File: src/rtl/led_pattern_gen.sv
// led_pattern_gen: turns the divider's slow square wave into a fast-domain
// tick and drives an OFF / ON / BLINK / BREATHE pattern onto the LED pin.
module led_pattern_gen #(
    parameter int pPwmBits    = 8,
    parameter int pStep       = 1,
    parameter int pSyncStages = 2
) (
    input  logic       iwClk,
    input  logic       iwRst,
    input  logic       iwSlowClk,
    input  logic [1:0] iwMode,
    input  logic       iwModeValid,
    output logic       orTick,
    output logic       orLed
);

    if (pStep < 1 || pStep > (2 ** pPwmBits) - 1 || pSyncStages < 2) begin : g_bad_param
        $error("led_pattern_gen: illegal pStep or pSyncStages");
    end

    localparam logic [1:0] cOff     = 2'd0;
    localparam logic [1:0] cOn      = 2'd1;
    localparam logic [1:0] cBlink   = 2'd2;
    localparam logic [1:0] cBreathe = 2'd3;

    localparam logic [pPwmBits:0] cStep = (pPwmBits + 1)'(pStep);
    localparam logic [pPwmBits:0] cMax  = {1'b0, {pPwmBits{1'b1}}};

    logic [pSyncStages-1:0] r_sync;
    logic                   r_hist;
    logic [1:0]             r_mode;
    logic [pPwmBits-1:0]    r_duty;
    logic [pPwmBits-1:0]    r_cnt;
    logic                   r_blink;
    logic                   r_dirDown;

    logic                   w_slowSync;
    logic [1:0]             w_mode;
    logic [pPwmBits-1:0]    w_duty;
    logic                   w_blink;
    logic                   w_dirDown;
    logic [pPwmBits:0]      w_sum;
    logic                   w_led;

    assign w_slowSync = r_sync[pSyncStages-1];

    always_ff @(posedge iwClk or posedge iwRst) begin
        if (iwRst) begin
            r_sync    <= '0;
            r_hist    <= 1'b0;
            orTick    <= 1'b0;
            orLed     <= 1'b0;
            r_mode    <= cOff;
            r_duty    <= '0;
            r_cnt     <= '0;
            r_blink   <= 1'b0;
            r_dirDown <= 1'b0;
        end else begin
            r_sync    <= {r_sync[pSyncStages-2:0], iwSlowClk};
            r_hist    <= w_slowSync;
            orTick    <= w_slowSync & ~r_hist;
            orLed     <= w_led;
            r_mode    <= w_mode;
            r_duty    <= w_duty;
            r_cnt     <= r_cnt + pPwmBits'(1);
            r_blink   <= w_blink;
            r_dirDown <= w_dirDown;
        end
    end

    // A real mode change clears pattern state and masks a coincident tick.
    always_comb begin
        w_mode    = r_mode;
        w_duty    = r_duty;
        w_blink   = r_blink;
        w_dirDown = r_dirDown;
        w_sum     = {1'b0, r_duty} + cStep;
        if (iwModeValid && (iwMode != r_mode)) begin
            w_mode    = iwMode;
            w_duty    = '0;
            w_blink   = 1'b0;
            w_dirDown = 1'b0;
        end else if (orTick) begin
            case (r_mode)
                cBlink: begin
                    w_blink = ~r_blink;
                end
                cBreathe: begin
                    if (!r_dirDown) begin
                        if (w_sum >= cMax) begin
                            w_duty    = cMax[pPwmBits-1:0];
                            w_dirDown = 1'b1;
                        end else begin
                            w_duty = w_sum[pPwmBits-1:0];
                        end
                    end else if ({1'b0, r_duty} <= cStep) begin
                        w_duty    = '0;
                        w_dirDown = 1'b0;
                    end else begin
                        w_duty = r_duty - cStep[pPwmBits-1:0];
                    end
                end
                default: begin
                end
            endcase
        end
    end

    always_comb begin
        w_led = 1'b0;
        unique case (r_mode)
            cOff:     w_led = 1'b0;
            cOn:      w_led = 1'b1;
            cBlink:   w_led = r_blink;
            cBreathe: w_led = (r_cnt < r_duty);
        endcase
    end

endmodule

File: config.mk
export PLATFORM = sky130hd
export DESIGN_NAME = led_pattern_gen
export DESIGN_NICKNAME = d
export VERILOG_FILES = /design/src/rtl/led_pattern_gen.sv
export SDC_FILE = /design/constraint.sdc
export NUM_CORES = 1
export LEC_CHECK = 0
export ABC_AREA = 1
export BUFFER_PORTS_ARGS = -buffer_cell sky130_fd_sc_hd__clkbuf_2
export CAP_MARGIN = 30
export CORE_ASPECT_RATIO = 0.7
export CORE_MARGIN = 3
export CORE_UTILIZATION = 60
export DETAILED_ROUTE_END_ITERATION = 8
export GPL_TIMING_DRIVEN = 0
export PLACE_DENSITY = 0.87
export RECOVER_POWER = 50
export SLEW_MARGIN = 20
export SYNTH_ARGS = -nofsm -noshare
export SYNTH_HDL_FRONTEND = slang
export SYNTH_SLANG_ARGS = --single-unit
File: constraint.sdc
create_clock -name iwClk -period 2.8 [get_ports iwClk]
set_input_delay 0.14 -clock iwClk [delete_from_list [all_inputs] [get_ports iwClk]]
set_output_delay 0.14 -clock iwClk [all_outputs]
set_load 0.02 [all_outputs]
### Yosys cells after proc, flatten, opt, wreduce, memory -nomap -nowiden

Cells that the tools add are included.
W data, S select, Z words.

* bits in registers: 25
* bits in latches: 0
* logic and storage cells: 45
* bits in read-only memories: 0
* memories kept: 0
* RAM bits: 0
* output and inout bits: 2
* input bits: 6

* magnitude comparators: 3
* multiply operators: 0
* divide/modulo/power cells: 0
* equal/unequal tests: 4
* add/sub/neg operators: 3
* mux-type cells: 16
* shift-type cells: 0
* bitwise logic cells: 3
* reduce and logical (&&, ||, !) cells: 7

Operators with widths (count)
* $mux W8: 6
* $add A8 B1 Y9 const B: 1
* $ge A9 B8 Y1 const B: 1
* $mux W1: 9
* $add A8 B1 Y8 const B: 1
* $le A8 B1 Y1 const B: 1
* $lt A8 B8 Y1: 1
* $sub A8 B1 Y8 const B: 1
* $reduce_bool A2 Y1: 3
* $eq A2 B2 Y1 const B: 2
* $pmux W1 S4: 1
* $reduce_and A2 Y1: 2
* $eq A2 B1 Y1 const B: 1
* $logic_not A2 Y1: 1
* $ne A2 B2 Y1: 1
* $not A1 Y1: 2
* $and A1 B1 Y1: 1
* $logic_and A1 B1 Y1: 1

### Longest topological paths before layout

* depth in word-level cells: 7
* gate-level depth with buffers: 12
* depth with buffers taken out: 12

### Worst setup path before layout

Ideal clock, no wire load.

* kind: register to register
* start point: register r_duty[1]
* end point: register r_duty[2]
* data required time: 2.683 ns
* cell stages (with the launch flop): 12
* library setup time: 0.117 ns
* arrival: 1.481 ns
* slack: 1.203 ns
* period minus slack after synthesis: 1.597 ns
* buffers on the path: 0
* cells stage by stage: dfrtp_1 -> ha_1 -> nand2_1 -> inv_1 -> nand2_1 -> nand2_1 -> nand2_1 -> nor2_2 -> a21oi_4 -> nand3_1 -> nand2_1 -> nand2_1

* longest elaborated chain between the ends: 7
* elaborated cells between the ends (all ways): 10
* classes of those cells: add/sub: 2; order compare: 2; mux: 6

Ends and longest elaborated chain
* from (decl): RTL line 32 `logic [pPwmBits-1:0] r_duty;`
* from (signal assigned): RTL line 64 `r_duty <= w_duty;`
* $add A8 B1 Y9: RTL line 77 `w_sum = {1'b0, r_duty} + cStep;`
* $ge A9 B8 Y1: RTL line 90 `if (w_sum >= cMax) begin`
* $mux W8: RTL line 90
* $mux W8 (*): RTL line 89 `if (!r_dirDown) begin`
* $mux W8 (*): RTL line 84 `case (r_mode)`
* $mux W8 (*): RTL line 83 `end else if (orTick) begin`
* $mux W8 (*): RTL line 78 `if (iwModeValid && (iwMode != r_mode)) begin`

Every way passes the cells marked *; elsewhere a longest branch is shown, timed or not. The select of a mux whose other input is x is not followed.
A chain may end at the register's enable or synchronous reset.

### Final worst setup path

* start point: register r_duty[0]
* end point: register r_duty[2]

The elaborated chain is that of the path after synthesis.

==> flow_metrics.py <==
metrics = {
    "synthesis": {
        "avgSynthCellArea_um2": 7.42,
        "synth_nets": 249,
        "synthCells": 231,
        "ys_seq_area_frac": 0.365,
        "synth_warnings": 0,
        "ys_seq_elements": 25,
        "syn-cell-area_um2": 1710,
        "synth_cell_types": 25,
    },
    "power_and_ir_drop": {
        "power.leakage_uw": 0.00101,
        "intPower_uw": 505,
        "finalPower_uw": 693,
        "ir_worst_vdd_v": 0.000320,
        "power_frac_seq": 0.559,
        "switchingPower_uw": 188,
        "combPwrFrac": 0.129,
        "switching_share": 0.271,
        "p_per_area_nw_per_um2": 372,
        "p_clk_frac": 0.312,
    },
    "cells_and_area": {
        "mostFrequentLayoutCell": "nand2_1",
        "drive_gt1_frac": 0.118,
        "nets": 264,
        "post-route-util": 0.720,
        "fillCellCount": 195,
        "antenna_cells": 0,
        "area_delta_synth_final_pct": 8.76,
        "layout_common_cells": "nand2_1 (72), dfrtp_1 (25), nand3_1 (23), inv_1 (22), nor2_1 (22)",
    },
    "critical_path": {
        "arrival_ps": 2170,
        "startpoint_type": "flip-flop",
        "cpMostUsedCell": "nand2_1",
        "path_max_fanout": 10,
        "crit_path_end_kind": "flip-flop",
        "crit_chain": "inv_2 > ha_1 > o2111ai_1 > o21ai_0 > a21oi_1 > nand2_1 > nand2_1",
        "max_stage_delay_ps": 540,
        "required_ps": 2960,
        "critPathKind": "reg2reg",
        "slowest_stage": "o21ai_0",
    },
    "clocking": {
        "cts_buffers": 3,
        "htree_levels": 1,
        "insertion_delay_ps": 270,
        "cts_setup_buffers": 0,
        "cts_sinks": 25,
        "clkTransAtPathRegs_ps": 90,
        "cts-resized-gates": 0,
        "cts_tree": "built",
        "cts_root_buf": "clkbuf_8",
        "cts_buffer_depth": 2,
    },
    "flow_run": {
        "timing.max_cap.violations": 0,
    },
    "routing": {
        "wl_um": 3770,
        "final_antenna_net_count": 0,
        "drc": 0,
        "drtIter0Drc": 118,
        "drt-pass1-iter-count": 5,
        "post_drt_wl_per_cell_um": 13.5,
        "vias": 1517,
        "via_per_inst": 5.44,
    },
    "die": {
        "initial_core_util": 0.662,
        "ios": 8,
        "die-height_um": 50.7,
        "core_region_area_um2": 2590,
        "chipWidth_um": 69.9,
        "fp-row-count": 15,
        "die_area_um2": 3540,
    },
    "timing": {
        "slew-limit-headroom": 0.309,
        "clock_skew_ps": 5.64,
        "fin_crit_sh": 0.718,
        "fmax_ghz": 0.497,
        "slew_viol_final": 0,
        "setup_viol": 0,
        "fin_setup_tns_ps": 0,
        "rsz0062_at_grt": "no",
        "hold_violations": 0,
        "min_period_ps": 2010,
        "worst_pin_slew_ps": 1040,
    },
    "grt": {
        "grt_pass1_wl_um": 6200,
        "grt_use_total": 0.223,
        "grt_pass1_vias": 1304,
        "grt_max_degree": 26,
        "antenna_found_initial": 0,
        "grt-ovfl-total": 0,
    },
    "place": {
        "place_hpwl_um": 2810,
        "numPortBuffers": 7,
        "gp_congestion": 0.954,
    },
    "run_status": {
        "status": "finished clean",
    },
    "worst_hold_path": {
        "hold_path_class": "in2reg",
    },
}
timing repair:
item	4_1_cts	5_1_grt
hold buffers	1	1
setup endpoints to repair	0	0
endpoints found under the hold margin	1	6
cell families after synthesis:
logic type      Yosys count  synth area share
buf+inv                  28            0.0672
fa+ha+maj                12            0.0876
xor+xnor                 13            0.0664
compound gates           23            0.0803
simple gates            130             0.334
flops                    25             0.365
worst max-delay path: cells and delay by family, from the launching register on:
family / cells / cell delay (ps)
adders and majority gates: 1 / 210
DFF: 1 / 460
buffers and inverters: 1 / 190
AOI/OAI and AO/OA: 3 / 910
and+or+nand+nor: 2 / 140
layer usage:
layer	GRT usage	vias to the layer above	wire [um]
li1	-	766	-
met1	0.333	691	1810
met2	0.343	58	1720
met3	0.0380	2	230
met4	0.0382	0	13
met5	0	-	0
power groups by stage:
stage / clock network [uW] / registers (uW) / logic [uW]
final: 216 / 387 / 89.5
after global routing: 234 / 389 / 101
after CTS: 221 / 387 / 86.2
after detailed placement: 0 / 394 / 84.7
after global placement: 0 / 393 / 81.5
after floorplan: 0 / 395 / 57.6
per-stage QoR:
step           std cells  worst slack, ps  hold WS, ps  instance area, um^2
6_report             279              790          106                 1860
5_1_grt              279              652          142                 1860
4_1_cts              277              893         61.3                 1850
3_5_place_dp         272              915          250                 1790
3_3_place_gp         272              925          250                 1790
2_1_floorplan        231             1200          167                 1710
final cells by class:
| type | instances | area, um^2 | share of cell area |
|---|---|---|---|
| Multi-Input combinational cell | 178 | 973 | 0.522 |
| Sequential cell | 25 | 626 | 0.336 |
| Inverter | 24 | 90.1 | 0.0483 |
| Timing Repair Buffer | 10 | 58.8 | 0.0315 |
| Tap cell | 34 | 42.5 | 0.0228 |
| Clock buffer | 3 | 41.3 | 0.0221 |
| Buffer | 4 | 25.0 | 0.0134 |
| Clock inverter | 1 | 7.51 | 0.00403 |
synth_stat cells (all sizes together):
master    n  area [um^2]
inv      24         90.1
nand2    74          288
buf       4         25.0
a21bo     1         10.0
a21oi    14         81.3
xnor2     3         26.3
o21a      1         7.51
o2111ai   1         8.76
nand3    24          125
nor3      1         5.00
xor2     10         87.6
dfrtp    25          626
ha       12          150
nand4     2         12.5
nor2     29          141
o21ai     6         30.0
sequential cells by signal, indices dropped and copies added, names as in the netlist:
signal     cells
r_sync         2
orLed          1
r_mode         2
r_blink        1
r_hist         1
orTick         1
r_cnt          8
r_dirDown      1
r_duty         8
final timing paths:
path	start	endpoint	slack (ps)	cells after the start
max	r_duty[0]	r_duty[2]	790	7
min	iwMode[1]	r_mode[1]	110	3
max reg2reg	r_duty[0]	r_duty[2]	790	7
min reg2reg	r_sync[0]	r_sync[1]	360	0
max in group asynchronous	iwRst	r_cnt[4]	1260	4
min in group asynchronous	iwRst	r_cnt[1]	330	3
Note: power is estimated with default switching activity, not from simulation.
